[config.mk]
export PLATFORM = sky130hd
export DESIGN_NAME = muldiv_unit_flat
export DESIGN_NICKNAME = d
export VERILOG_FILES = /design/src/rtl/muldiv_unit_if.sv /design/src/rtl/muldiv_unit.sv /design/src/flat_wrapper.sv
export SDC_FILE = /design/constraint.sdc
export NUM_CORES = 1
export LEC_CHECK = 0
export BUFFER_PORTS_ARGS = -buffer_cell sky130_fd_sc_hd__buf_2
export CAP_MARGIN = 10
export CORE_MARGIN = 4
export CORE_UTILIZATION = 45
export CTS_CLUSTER_DIAMETER = 100
export DETAILED_ROUTE_END_ITERATION = 16
export GPL_ROUTABILITY_DRIVEN = 0
export HOLD_SLACK_MARGIN = 0.02
export PLACE_DENSITY = 0.73
export SLEW_MARGIN = 0
export SYNTH_ARGS = -nofsm -noshare
export SYNTH_HDL_FRONTEND = slang
export SYNTH_SLANG_ARGS = --single-unit
[constraint.sdc]
create_clock -name clk -period 10 [get_ports clk]
set_clock_uncertainty 0.05 [all_clocks]
set_input_delay 2 -clock clk [delete_from_list [all_inputs] [get_ports clk]]
set_output_delay 2 -clock clk [all_outputs]
set_load 0.02 [all_outputs]
[src/rtl/muldiv_unit_if.sv]
// Request/response bundle between the issue stage, the muldiv unit and the register file write port.
interface muldiv_unit_if #(
    parameter int unsigned XLEN = 32
);
    logic            start;
    logic [2:0]      funct3;
    logic [XLEN-1:0] rs1_val;
    logic [XLEN-1:0] rs2_val;
    logic [4:0]      rd_in;
    logic            busy;
    logic            done;
    logic            we;
    logic [4:0]      rd;
    logic [XLEN-1:0] wdata;

    // Issue side: drives the request, observes status and the write-back.
    modport master (
        output start, funct3, rs1_val, rs2_val, rd_in,
        input  busy, done, we, rd, wdata
    );

    // Execution unit side.
    modport slave (
        input  start, funct3, rs1_val, rs2_val, rd_in,
        output busy, done, we, rd, wdata
    );
endinterface

[src/rtl/muldiv_unit.sv]
// Iterative RV32M multiply/divide unit: fixed 33-edge latency, one-cycle register file write.
module muldiv_unit #(
    parameter int unsigned XLEN  = 32,
    parameter int unsigned ITERS = 32
) (
    input  logic         clk,
    input  logic         reset,
    muldiv_unit_if.slave bus
);
    localparam int unsigned CNT_W = $clog2(ITERS + 1);
    localparam int unsigned PW    = 2 * XLEN;

    typedef enum logic [1:0] {
        S_IDLE = 2'd0,
        S_CALC = 2'd1,
        S_DONE = 2'd2
    } state_t;

    state_t            state_q, state_d;
    logic [CNT_W-1:0]  cnt_q, cnt_d;
    logic [2:0]        op_q, op_d;
    logic [4:0]        dest_q, dest_d;
    // hi/lo: product high/low halves for multiply; remainder/quotient for divide.
    logic [XLEN-1:0]   hi_q, hi_d;
    logic [XLEN-1:0]   lo_q, lo_d;
    // Magnitude added (multiply) or subtracted (divide) each iteration.
    logic [XLEN-1:0]   opnd_q, opnd_d;
    // Negate the selected result at completion.
    logic              neg_q, neg_d;
    logic              busy_q, busy_d;
    logic              done_q, done_d;
    logic              we_q, we_d;
    logic [4:0]        rd_q, rd_d;
    logic [XLEN-1:0]   wdata_q, wdata_d;

    logic              a_signed_c, b_signed_c;
    logic              a_neg_c, b_neg_c;
    logic [XLEN-1:0]   a_mag_c, b_mag_c;
    logic [XLEN:0]     mul_sum_c;
    logic [XLEN:0]     div_shift_c;
    logic [XLEN:0]     div_diff_c;
    logic              div_ge_c;
    logic [PW-1:0]     prod_c;
    logic [XLEN-1:0]   div_raw_c;
    logic [XLEN-1:0]   result_c;

    // Operand signedness and magnitudes of the incoming request.
    always_comb begin
        a_signed_c = 1'b0;
        b_signed_c = 1'b0;
        case (bus.funct3)
            3'b000, 3'b001, 3'b100, 3'b110: begin
                a_signed_c = 1'b1;
                b_signed_c = 1'b1;
            end
            3'b010: begin
                a_signed_c = 1'b1;
                b_signed_c = 1'b0;
            end
            default: begin
                a_signed_c = 1'b0;
                b_signed_c = 1'b0;
            end
        endcase
        a_neg_c = a_signed_c & bus.rs1_val[XLEN-1];
        b_neg_c = b_signed_c & bus.rs2_val[XLEN-1];
        a_mag_c = a_neg_c ? XLEN'(-bus.rs1_val) : bus.rs1_val;
        b_mag_c = b_neg_c ? XLEN'(-bus.rs2_val) : bus.rs2_val;
    end

    // One shift-add / restoring-subtract step, plus final result selection and sign fix-up.
    always_comb begin
        mul_sum_c   = {1'b0, hi_q} + (lo_q[0] ? {1'b0, opnd_q} : (XLEN + 1)'(0));
        div_shift_c = {hi_q, lo_q[XLEN-1]};
        div_ge_c    = (div_shift_c >= {1'b0, opnd_q});
        div_diff_c  = div_shift_c - {1'b0, opnd_q};

        prod_c = {hi_q, lo_q};
        if (neg_q) begin
            prod_c = PW'(-{hi_q, lo_q});
        end

        div_raw_c = op_q[1] ? hi_q : lo_q;
        if (neg_q) begin
            div_raw_c = XLEN'(-div_raw_c);
        end

        if (!op_q[2]) begin
            result_c = (op_q[1:0] == 2'b00) ? prod_c[XLEN-1:0] : prod_c[PW-1:XLEN];
        end else begin
            result_c = div_raw_c;
        end
    end

    // Next-state and register-update logic.
    always_comb begin
        state_d = state_q;
        cnt_d   = cnt_q;
        op_d    = op_q;
        dest_d  = dest_q;
        hi_d    = hi_q;
        lo_d    = lo_q;
        opnd_d  = opnd_q;
        neg_d   = neg_q;
        busy_d  = busy_q;
        done_d  = 1'b0;
        we_d    = 1'b0;
        rd_d    = rd_q;
        wdata_d = wdata_q;

        case (state_q)
            S_IDLE: begin
                if (bus.start) begin
                    op_d   = bus.funct3;
                    dest_d = bus.rd_in;
                    cnt_d  = '0;
                    hi_d   = '0;
                    busy_d = 1'b1;
                    if (!bus.funct3[2]) begin
                        opnd_d = a_mag_c;
                        lo_d   = b_mag_c;
                        neg_d  = a_neg_c ^ b_neg_c;
                    end else begin
                        opnd_d = b_mag_c;
                        lo_d   = a_mag_c;
                        // Remainder follows the dividend; a zero divisor leaves the
                        // all-ones quotient unsigned.
                        if (bus.funct3[1]) begin
                            neg_d = a_neg_c;
                        end else begin
                            neg_d = (a_neg_c ^ b_neg_c) && (bus.rs2_val != '0);
                        end
                    end
                    state_d = S_CALC;
                end
            end
            S_CALC: begin
                if (cnt_q != CNT_W'(ITERS)) begin
                    cnt_d = cnt_q + CNT_W'(1);
                    if (!op_q[2]) begin
                        hi_d = mul_sum_c[XLEN:1];
                        lo_d = {mul_sum_c[0], lo_q[XLEN-1:1]};
                    end else if (div_ge_c) begin
                        hi_d = div_diff_c[XLEN-1:0];
                        lo_d = {lo_q[XLEN-2:0], 1'b1};
                    end else begin
                        hi_d = div_shift_c[XLEN-1:0];
                        lo_d = {lo_q[XLEN-2:0], 1'b0};
                    end
                end else begin
                    done_d  = 1'b1;
                    we_d    = (dest_q != 5'd0);
                    rd_d    = dest_q;
                    wdata_d = result_c;
                    state_d = S_DONE;
                end
            end
            S_DONE: begin
                busy_d  = 1'b0;
                state_d = S_IDLE;
            end
            default: begin
                busy_d  = 1'b0;
                state_d = S_IDLE;
            end
        endcase
    end

    // State and datapath registers with synchronous reset.
    always_ff @(posedge clk) begin
        if (reset) begin
            state_q <= S_IDLE;
            cnt_q   <= '0;
            op_q    <= '0;
            dest_q  <= '0;
            hi_q    <= '0;
            lo_q    <= '0;
            opnd_q  <= '0;
            neg_q   <= 1'b0;
            busy_q  <= 1'b0;
            done_q  <= 1'b0;
            we_q    <= 1'b0;
            rd_q    <= '0;
            wdata_q <= '0;
        end else begin
            state_q <= state_d;
            cnt_q   <= cnt_d;
            op_q    <= op_d;
            dest_q  <= dest_d;
            hi_q    <= hi_d;
            lo_q    <= lo_d;
            opnd_q  <= opnd_d;
            neg_q   <= neg_d;
            busy_q  <= busy_d;
            done_q  <= done_d;
            we_q    <= we_d;
            rd_q    <= rd_d;
            wdata_q <= wdata_d;
        end
    end

    assign bus.busy  = busy_q;
    assign bus.done  = done_q;
    assign bus.we    = we_q;
    assign bus.rd    = rd_q;
    assign bus.wdata = wdata_q;

endmodule

[src/flat_wrapper.sv]
// flat-port wrapper written by rule: the top's interface ports become plain ports
module muldiv_unit_flat 
#(
    parameter int unsigned XLEN  = 32,
    parameter int unsigned ITERS = 32
)
  (clk, reset, bus_start, bus_funct3, bus_rs1_val, bus_rs2_val, bus_rd_in, bus_busy, bus_done, bus_we, bus_rd, bus_wdata);
  muldiv_unit_if #(.XLEN(XLEN)) bus_i ();
  input  logic clk;
  input  logic reset;
  input wire logic [$bits(bus_i.start)-1:0] bus_start;
  input wire logic [$bits(bus_i.funct3)-1:0] bus_funct3;
  input wire logic [$bits(bus_i.rs1_val)-1:0] bus_rs1_val;
  input wire logic [$bits(bus_i.rs2_val)-1:0] bus_rs2_val;
  input wire logic [$bits(bus_i.rd_in)-1:0] bus_rd_in;
  output wire logic [$bits(bus_i.busy)-1:0] bus_busy;
  output wire logic [$bits(bus_i.done)-1:0] bus_done;
  output wire logic [$bits(bus_i.we)-1:0] bus_we;
  output wire logic [$bits(bus_i.rd)-1:0] bus_rd;
  output wire logic [$bits(bus_i.wdata)-1:0] bus_wdata;
  assign bus_i.start = bus_start;
  assign bus_i.funct3 = bus_funct3;
  assign bus_i.rs1_val = bus_rs1_val;
  assign bus_i.rs2_val = bus_rs2_val;
  assign bus_i.rd_in = bus_rd_in;
  assign bus_busy = bus_i.busy;
  assign bus_done = bus_i.done;
  assign bus_we = bus_i.we;
  assign bus_rd = bus_i.rd;
  assign bus_wdata = bus_i.wdata;
  muldiv_unit #(.XLEN(XLEN), .ITERS(ITERS)) u_core (.clk(clk), .reset(reset), .bus(bus_i));
endmodule
==> results.sh <==
export IMPL_root_buffer="clkbuf_16"
export IMPL_io_pins=115
export IMPL_fin_cells=2562
export IMPL_grt_pass1_vias=14800
export IMPL_die_h_um=190
export IMPL_yosys_most_used_dff="dfxtp_1"
export IMPL_ys_ff_latch=153
export IMPL_die_area_um2=36200
export IMPL_vdd_drop_max_uv=126
export IMPL_critPathCaptureType="flip-flop"
export IMPL_antenna_found_initial=0
export IMPL_mostFrequentLayoutCells="255 x nor2_1, 197 x nand2_1, 197 x a21oi_1, 162 x o21ai_0, 150 x dfxtp_1"
export IMPL_finalSetupViolations=0
export IMPL_wirelength_mm=50.8
export IMPL_max_stage_delay_ns=0.70
export IMPL_synthesis_area_um2=15000
export IMPL_clock_sinks=153
export IMPL_core_area_um2=32700
export IMPL_min_period_ns=4.48
export IMPL_clk_pin_slew_ns=0.07
export IMPL_p_int_uw=1240
export IMPL_worstPathCellList="inv_1, ha_1, inv_1, fa_1, a21o_1, a221oi_1, o21ai_0, a31oi_1, o21ai_0, a2111oi_0, xnor2_1, mux2i_1, nor2_1, a221o_1"
export IMPL_diodes=0
export IMPL_ctsHoldBuffers=0
export IMPL_synth_top_area_cell="dfxtp_1"
export IMPL_cts_tree="yes"
export IMPL_critPathSlowestCell="a2111oi_0"
export IMPL_dp_hpwl_mm=38.2
export IMPL_routedWlPerCell_um=19.8
export IMPL_power_frac_seq_pct=34.9
export IMPL_ys_seq_area_share_pct=20.5
export IMPL_start_kind="flip-flop"
export IMPL_cts_buffers=17
export IMPL_period_share_pct=44.8
export IMPL_cp_data_arrival_time_ns=4.77
export IMPL_n_fill_cell=3277
export IMPL_gr_usage_all_layers_pct=27.2
export IMPL_dp_cells=2530
export IMPL_required_ns=10.28
export IMPL_switchingPower_uw=835
export IMPL_io_buffers=114
export IMPL_syn_to_final_growth_pct=8.10
export IMPL_leakage_uw=0.00636
export IMPL_nNetsFinal=2254
export IMPL_grt_ovfl_total=0
export IMPL_ys_warnings_count=0
export IMPL_synth_cell_types=72
export IMPL_first_pass_iters=6
export IMPL_p_sw_share_pct=40.2
export IMPL_drv_cap=0
export IMPL_critPathMaxFanout=8
export IMPL_grt_max_degree=99
export IMPL_cellPowerDensity_nw_per_um2=129
export IMPL_initial_core_util_pct=45.8
export IMPL_hold_class="reg -> reg"
export IMPL_synth_area_top_cells="dfxtp_1 20%, xnor2_1 6.7%, a21oi_1 6.6%"
export IMPL_async_flop_share_pct=0
export IMPL_clock_path_buffers=2
export IMPL_clk_latency_ns=0.45
export IMPL_slew_viol_final=0
export IMPL_grt_pass1_wl_mm=80.3
export IMPL_fmax_ghz=0.223
export IMPL_vias_per_cell=6.22
export IMPL_final_hold_viol_count=0
export IMPL_ant_nets=0
export IMPL_synth_top_area_share_pct=20.5
export IMPL_cts_setup_buffers=0
export IMPL_power_frac_clock_pct=30.3
export IMPL_setup_tns_ns=0
export IMPL_rsz0062_at_grt="no"
export IMPL_final_core_util_pct=49.5
export IMPL_comb_power_share_pct=34.8
export IMPL_route_detailed_drc=0
export IMPL_mostFrequentLayoutCell="nor2_1"
export IMPL_chipWidth_um=190
export IMPL_htree_num_levels=4
export IMPL_syn_inst=2120
export IMPL_rows=66
export IMPL_cts_resized=0
export IMPL_num_vias=15900
export IMPL_outcome="complete, no violations"
export IMPL_initialDrtViolationCount=1854
export IMPL_syn_mean_instance_area_um2=7.06
export IMPL_slew_limit_headroom_pct=35.1
export IMPL_tightest_slew_ns=0.974
export IMPL_syn_nets=2267
export IMPL_synth_edf_count=0
export IMPL_crit_type="reg -> reg"
export IMPL_drive_gt1_share_pct=9.91
-- cells in the mapped netlist (all sizes together), types with 15 or more instances --
cell type and instances:
xor2 90, dfxtp 153, a211oi 68, nor3 66, nand2b 20, a21o 30, a21oi 197, inv 71
buf 22, nor2 257, o211ai 33, mux2i 74, nand4 15, nand3 37, o41ai 18, clkbuf 145
ha 70, o31ai 40, or3 34, or2 16, xnor2 114, o21ai 169, nand2 198
-- state kept, by name (all words and copies together) (netlist names), 2 cells and up --
signal / cells
u_core.state_q: 2
u_core.bus.rd: 5
u_core.hi_q: 32
u_core.op_q: 3
u_core.lo_q: 32
u_core.bus.wdata: 32
u_core.dest_q: 5
u_core.opnd_q: 32
u_core.cnt_q: 6
-- path summary, 6_finish.rpt --
kind / startpoint / slack, ns / cells past startpoint / end
max reg2reg: u_core.lo_q[31] / 5.52 / 14 / u_core.hi_q[28]
max: u_core.lo_q[31] / 5.52 / 14 / u_core.hi_q[28]
min reg2reg: u_core.opnd_q[27] / 0.40 / 2 / u_core.opnd_q[27]
min: u_core.opnd_q[27] / 0.40 / 2 / u_core.opnd_q[27]
-- cells by family (layout without fill, tap and decap cells) --
kind of cell	Yosys count	in the layout	share of synthesized area, %
AO/OA/AOI/OAI	650	650	27.6
XOR/XNOR	204	204	11.9
adder cells (fa/ha/maj)	72	72	6.12
buffers and inverters	238	238	6.11
flip-flops	153	153	20.5
multiplexers	84	84	5.70
AND/OR/NAND/NOR	719	719	22.1
-- stage by stage --
step / total power (uW) / area, um^2 / hold slack (ns) / setup slack (ns)
finish: 2080 / 16200 / 0.404 / 5.52
global route: 2180 / 16200 / 0.418 / 5.21
CTS: 2060 / 16200 / 0.404 / 5.58
detailed placement: 1430 / 15600 / 0.394 / 5.12
global placement: 1420 / 15600 / 0.391 / 5.09
floorplan: 1240 / 15000 / 0.382 / 5.27
-- routing by layer --
metal	vias to the layer above	global-route usage [%]	routed length, um
li1	7577	-	-
met1	7335	36.5	21100
met2	876	41.8	21900
met3	135	5.75	5410
met4	0	12.8	2350
met5	-	0	0
-- cell type report --
class / instances / area, um^2 / share of cell area [%]
inverter: 71 / 267 / 1.65
tap: 442 / 553 / 3.42
clock inverter: 15 / 133 / 0.820
timing repair buffer: 135 / 731 / 4.52
multi-input combinational: 1729 / 11000 / 68.0
sequential: 153 / 3070 / 19.0
clock buffer: 17 / 425 / 2.63
-- power groups by stage --
stage          clock network (uW)  registers (uW)  logic (uW)
5_1_grt                       661             727         793
6_report                      629             726         723
4_1_cts                       636             718         706
3_3_place_gp                    0             730         690
3_5_place_dp                    0             732         703
2_1_floorplan                   0             673         564
-- worst max-delay path: cells and delay by family (launching register included) --
| family | cells | cell delay (ns) |
|---|---|---|
| buffers and inverters | 2 | 0.18 |
| AOI/OAI and AO/OA | 7 | 2.61 |
| and+or+nand+nor | 1 | 0.05 |
| DFF | 1 | 0.53 |
| muxes | 1 | 0.19 |
| adders and majority gates | 2 | 0.56 |
| xor gates and xnor gates | 1 | 0.19 |
Power figures use the tool's default switching activity.
